$ cat src/rtl/chacha_pkg.sv
// Shared widths, FSM encoding and byte-mask helper for the ChaCha stream XOR block.
package chacha_pkg;
  localparam int CHACHA_BLK_W  = 512;
  localparam int CHACHA_LANE_W = 128;
  localparam int CHACHA_LANES  = 4;
  localparam int CHACHA_KEEP_W = CHACHA_LANE_W / 8;

  typedef enum logic [1:0] {
    ST_IDLE   = 2'd0,
    ST_FETCH  = 2'd1,
    ST_STREAM = 2'd2,
    ST_DRAIN  = 2'd3
  } chacha_state_e;

  typedef logic [CHACHA_LANES-1:0][CHACHA_LANE_W-1:0] chacha_blk_t;

  function automatic logic [CHACHA_LANE_W-1:0] byte_mask(input logic [CHACHA_KEEP_W-1:0] keep);
    logic [CHACHA_LANE_W-1:0] m;
    for (int i = 0; i < CHACHA_KEEP_W; i++) m[8*i +: 8] = {8{keep[i]}};
    return m;
  endfunction
endpackage

$ cat src/rtl/chacha_ks_buffer.sv
// Keystream block storage, lane counter and valid flags.
// CHACHA_XOR_PREFETCH_EN adds a shadow block that is promoted when the active block runs out.
module chacha_ks_buffer
  import chacha_pkg::*;
(
  input  logic                     clk,
  input  logic                     rst_n,
  input  logic                     clear,
  input  logic                     load,
  input  logic [CHACHA_BLK_W-1:0]  load_data,
  input  logic                     adv,
  input  logic                     adv_last,
  output logic                     act_valid,
  output logic                     shd_valid,
  output logic [1:0]               k,
  output logic [CHACHA_LANE_W-1:0] lane
);
  chacha_blk_t act_blk;
  logic        blk_done, act_nxt;

  assign blk_done = adv && ((k == 2'(CHACHA_LANES-1)) || adv_last);
  assign lane     = act_blk[k];

`ifdef CHACHA_XOR_PREFETCH_EN
  chacha_blk_t shd_blk;

  // a message end discards the prefetched block; a lane-3 roll promotes it
  assign act_nxt = blk_done ? (shd_valid && !adv_last) : act_valid;

  always_ff @(posedge clk or negedge rst_n) begin
    if (!rst_n) begin
      shd_blk   <= '0;
      shd_valid <= 1'b0;
    end else if (clear || (blk_done && adv_last)) begin
      shd_valid <= 1'b0;
    end else begin
      if (blk_done) shd_valid <= 1'b0;
      if (load && act_nxt) begin
        shd_blk   <= load_data;
        shd_valid <= 1'b1;
      end
    end
  end
`else
  assign act_nxt   = blk_done ? 1'b0 : act_valid;
  assign shd_valid = 1'b0;
`endif

  always_ff @(posedge clk or negedge rst_n) begin
    if (!rst_n) begin
      act_blk   <= '0;
      act_valid <= 1'b0;
      k         <= 2'd0;
    end else if (clear) begin
      act_valid <= 1'b0;
      k         <= 2'd0;
    end else begin
      if (adv) k <= blk_done ? 2'd0 : k + 2'd1;
      act_valid <= act_nxt;
`ifdef CHACHA_XOR_PREFETCH_EN
      if (blk_done && shd_valid && !adv_last) act_blk <= shd_blk;
`endif
      if (load && !act_nxt && !(blk_done && adv_last)) begin
        act_blk   <= load_data;
        act_valid <= 1'b1;
      end
    end
  end
endmodule

$ cat src/rtl/chacha_stream_xor.sv
// Streams 128-bit words through an XOR with ChaCha keystream lanes fetched on demand.
// Optional macro CHACHA_XOR_PREFETCH_EN enables a shadow block for bubble-free streaming.
module chacha_stream_xor
  import chacha_pkg::*;
(
  input  logic                     clk,
  input  logic                     rst_n,
  input  logic                     in_valid,
  output logic                     in_ready,
  input  logic [CHACHA_LANE_W-1:0] in_data,
  input  logic [CHACHA_KEEP_W-1:0] in_keep,
  input  logic                     in_last,
  output logic                     out_valid,
  input  logic                     out_ready,
  output logic [CHACHA_LANE_W-1:0] out_data,
  output logic [CHACHA_KEEP_W-1:0] out_keep,
  output logic                     out_last,
  output logic                     ks_req,
  input  logic                     ks_valid,
  input  logic [CHACHA_BLK_W-1:0]  ks_data,
  input  logic                     flush,
  output logic                     busy
);
  chacha_state_e             state, state_n;
  logic                      ks_req_n, hs, ks_ack, msg_end;
  logic                      act_valid, shd_valid;
  logic [1:0]                k;
  logic [CHACHA_LANE_W-1:0]  lane;

  assign in_ready = (state == ST_STREAM) && (!out_valid || out_ready);
  assign hs       = in_valid && in_ready && !flush;
  assign ks_ack   = ks_valid && ks_req;
  assign msg_end  = hs && in_last;
  assign busy     = (state != ST_IDLE) || act_valid || shd_valid || out_valid;

  chacha_ks_buffer u_buf (
    .clk       (clk),
    .rst_n     (rst_n),
    .clear     (flush),
    .load      (ks_ack && !flush),
    .load_data (ks_data),
    .adv       (hs),
    .adv_last  (in_last),
    .act_valid (act_valid),
    .shd_valid (shd_valid),
    .k         (k),
    .lane      (lane)
  );

`ifdef CHACHA_XOR_PREFETCH_EN
  logic blk_done;
  assign blk_done = hs && (k == 2'(CHACHA_LANES-1));
`endif

  always_comb begin
    state_n  = state;
    ks_req_n = ks_req;
    case (state)
      ST_IDLE:
        if (in_valid && !flush) begin
          state_n  = ST_FETCH;
          ks_req_n = 1'b1;
        end
      ST_FETCH:
        if (flush) begin
          ks_req_n = 1'b0;
          state_n  = ks_valid ? ST_IDLE : ST_DRAIN;
        end else if (ks_valid) begin
          ks_req_n = 1'b0;
          state_n  = ST_STREAM;
        end
      ST_STREAM:
        if (flush || msg_end) begin
          // a prefetch still in flight must be absorbed before the next message
          ks_req_n = 1'b0;
          state_n  = (ks_req && !ks_valid) ? ST_DRAIN : ST_IDLE;
        end else begin
`ifdef CHACHA_XOR_PREFETCH_EN
          if (ks_req) ks_req_n = !ks_valid;
          else        ks_req_n = !shd_valid || blk_done;
          if (blk_done && !shd_valid && !ks_ack) state_n = ST_FETCH;
`else
          if (hs && (k == 2'(CHACHA_LANES-1))) state_n = ST_IDLE;
`endif
        end
      ST_DRAIN:
        if (ks_valid) state_n = ST_IDLE;
      default: state_n = ST_IDLE;
    endcase
  end

  always_ff @(posedge clk or negedge rst_n) begin
    if (!rst_n) begin
      state  <= ST_IDLE;
      ks_req <= 1'b0;
    end else begin
      state  <= state_n;
      ks_req <= ks_req_n;
    end
  end

  always_ff @(posedge clk or negedge rst_n) begin
    if (!rst_n) begin
      out_valid <= 1'b0;
      out_data  <= '0;
      out_keep  <= '0;
      out_last  <= 1'b0;
    end else if (flush) begin
      out_valid <= 1'b0;
    end else if (hs) begin
      out_valid <= 1'b1;
      out_data  <= (in_data ^ lane) & byte_mask(in_keep);
      out_keep  <= in_keep;
      out_last  <= in_last;
    end else if (out_ready) begin
      out_valid <= 1'b0;
    end
  end
endmodule

$ cat config.mk
export PLATFORM = sky130hd
export DESIGN_NAME = chacha_stream_xor
export DESIGN_NICKNAME = d
export VERILOG_FILES = /design/src/rtl/chacha_pkg.sv /design/src/rtl/chacha_ks_buffer.sv /design/src/rtl/chacha_stream_xor.sv
export SDC_FILE = /design/constraint.sdc
export NUM_CORES = 1
export LEC_CHECK = 0
export CORE_AREA = 3 3 311 313
export CTS_BUF_LIST = sky130_fd_sc_hd__clkbuf_4
export DETAILED_ROUTE_END_ITERATION = 8
export DIE_AREA = 0 0 314 316
export HOLD_SLACK_MARGIN = 0.02
export PLACE_DENSITY = 0.59
export SLEW_MARGIN = 20
export SYNTH_ARGS = -nofsm -noshare
export SYNTH_HDL_FRONTEND = slang
export SYNTH_SLANG_ARGS = --single-unit
$ cat constraint.sdc
create_clock -name clk -period 6 [get_ports clk]
set_input_delay 0.9 -clock clk [delete_from_list [all_inputs] [get_ports clk]]
set_output_delay 0.9 -clock clk [all_outputs]
set_load 0.01 [all_outputs]
==> results.tsv <==
metric	value	unit
Synth-to-Final Area Change	40.24	%
Simple-Gate Fraction of Synth Area	0.06569	
crit start category	flip-flop	
headroom to the max-slew limit	0.3763	
full die area	99220	um^2
fin crit period	3.716	ns
CTS Sinks	664	
multiplexer share of the synthesized area	0.2965	
Die H	316	um
Core Box Area	94590	um^2
H-Tree Depth	4	
R2R setup slack	2.28	ns
worst-skew pair later-pin latency	1.08	ns
via count	20627	
layout cell share with drive strength beyond 1	0.1595	
Post-Synthesis Net Count	2724	
crit-path max FO	55	
post-CTS sizing	0	
period utilisation layout	0.6194	
Leakage	17.62	nW
First DRT Iteration DRCs	1001	
final setup fails	0	
Root Buffer	clkbuf_4	
initial core utilization	0.3095	
Final Skew	0.06670	ns
post-synth cell types	36	
synth cell count leaders	dfrtp_1 (664), mux2_1 (480), nand2_1 (311)	
clk buf depth	3	
max frequency	269.1	MHz
final hold viol count	0	
setup_tns	0	ns
Pwr per Cell Area	432.4	nW/um^2
most frequent cell after synthesis	dfrtp_1	
max-slew violations	0	
Cells after Synth	2055	
first-pass GRT wire length	143.8	mm
worst vdd ir	0.0002023	V
post-CTS setup buffers	0	
Worst EP required	6.90	ns
CP Capture Point	u_buf.act_blk[109]	
IO Port Bufs	811	
Reg2Reg Launch Point	u_buf.k[1]	
largest cells by area after synthesis	dfrtp_1 (57%), mux2_1 (18%), mux4_2 (9.8%)	
num ports	812	
crit path launch	u_buf.k[1]	
initial antenna violation count	43	
DR pass1 iterations	5	
crit path kind	flip-flop to flip-flop	
Std-Cell Rows	113	
Synth Area in Compound Gates	0.004146	
GRT Total Usage	0.1948	
maxcap violations	0	
final standard cell count with taps included and fillers excluded	4387	
WL/cell	22.38	um
WL final	98.18	mm
# fillers	8796	
register area share after synthesis	0.5676	
Top FF cell, synth	dfrtp_1	
Worst-Margin Slew	0.9356	ns
Post-synth EDFFs	0	
Critical Path AT	4.61	ns
r2r endpoint	u_buf.act_blk[109]	
cts bufs inserted	188	
HP Class	primary input to flip-flop	
Final nets	3619	
pin count of the biggest net entering global routing	167	
Yosys top cell area share	0.5676	
post-DR vias/cell	4.702	
Syn Std Cell Area	29280	um^2
RSZ-0062 raised after global routing	false	
CTS tree	built	
Post-Place Cells	4023	
Synth Area in XOR/XNOR	0.03829	
combinational family with the most area after synthesis	multiplexers	
mean area per synthesized cell	14.25	um^2
RD Place Congestion	0.8824	
ys async rst share	1.000	
Register-to-Register Path Depth	7	
DRC viols	0	
post-DP HPWL	71.56	mm
Final ANT Viol Nets	0	
Clk pin slew, worst setup/hold paths	0.07	ns
status	finished, final reports clean	
post-synthesis adder-cell area fraction	0.002564	
#FFs+latches synth	664	
Non-Filler Cell Area, Final	41060	um^2
Ys Warns	0	
cell taking the most area after synthesis	dfrtp_1	
grt total ovfl	0	
dpl cell area	38570	um^2
vias in the first global route	22699	
Crit. End Element	flip-flop	
Die X	314	um
[placed cells by master, fill, tap and decap left out, types with 4 or more instances in the layout]
master,netlist,final
clkdlybuf4s50_1,0,810
dfrtp_1,664,662
mux2_1,480,480
nand2_1,311,311
clkbuf_4,0,278
nand3_1,130,130
mux4_2,128,128
xor2_1,128,128
diode_2,0,43
mux2_2,33,33
clkinv_1,0,28
buf_4,48,21
inv_1,6,6
ha_1,6,6
buf_12,0,6
a21oi_1,5,5
nor2_1,4,4
[through the flow]
step / hold WS, ns / power (mW) / worst slack [ns] / util
floorplan: 0.4587 / 10.94 / 3.605 / -
global route: 0.2730 / 18.93 / 2.006 / 0.4340
CTS: 0.2446 / 18.01 / 2.193 / 0.4326
detailed placement: 0.4548 / 13.69 / 1.951 / 0.4078
finish: 0.4112 / 17.75 / 2.284 / 0.4341
global placement: 0.4473 / 13.34 / 2.066 / 0.4078
[critical path, cell delays in order (launching register included)]
cell and delay, ns:
dfrtp_4 0.93, ha_1 0.30, inv_1 0.05, o41ai_2 0.47
nand4_4 0.51, buf_4 0.44, buf_4 0.37, mux2_1 0.42
[layer usage]
layer  GRT usage  part of all wire
met1      0.2219              0.38
met2      0.3368              0.52
met4     0.09073             0.030
met5           0           0.00084
met3     0.05755             0.066
[worst min path at each step]
stage | depth (start not counted) | endpoint | from
5_1_grt | 2 | u_buf.act_blk[247] | ks_data[247]
3_3_place_gp | 2 | out_data[9] | out_data[9]
4_1_cts | 2 | u_buf.act_blk[104] | ks_data[104]
3_5_place_dp | 2 | out_data[66] | out_data[66]
2_1_floorplan | 1 | u_buf.act_blk[256] | u_buf.act_blk[256]
6_report | 2 | u_buf.act_blk[213] | ks_data[213]
[timing repair]
action                                  in CTS  in global routing
hold endpoints to repair                    62                  0
endpoints found under the setup margin       0                  0
hold buffers                                 1                  0
[sequential cells by signal, summed over array words and instances (netlist names)]
register         count
u_buf.k              2
ks_req               1
out_last             1
u_buf.act_blk      512
u_buf.act_valid      1
out_keep            16
state                2
out_valid            1
out_data           128
[logic make-up after synthesis]
kind of cell,count (synthesis)
flip-flops,664
multiplexers,643
AND/OR/NAND/NOR,457
buffers and inverters,141
XOR/XNOR,128
AO/OA/AOI/OAI,16
adder cells (fa/ha/maj),6
[where the power goes]
group / internal [mW] / leakage (nW) / switching [mW]
logic: 3.29 / 8.12 / 2.27
clock network: 2.22 / 1.40 / 1.96
registers: 6.73 / 8.11 / 1.27
total: 12.2 / 17.6 / 5.51
[cell type report]
type / count / area [um^2] / share of cell area
multi-input cells: 1250 / 11940 / 0.2908
flip-flops and latches: 664 / 16620 / 0.4049
clock buffers: 278 / 2087 / 0.05083
well taps: 1265 / 1583 / 0.03855
repair buffers: 840 / 8438 / 0.2055
inverters: 6 / 22.52 / 0.0005486
diodes: 43 / 107.6 / 0.002621
clock inverters: 41 / 255.2 / 0.006217
No activity file was read; power rests on OpenSTA's default activity.
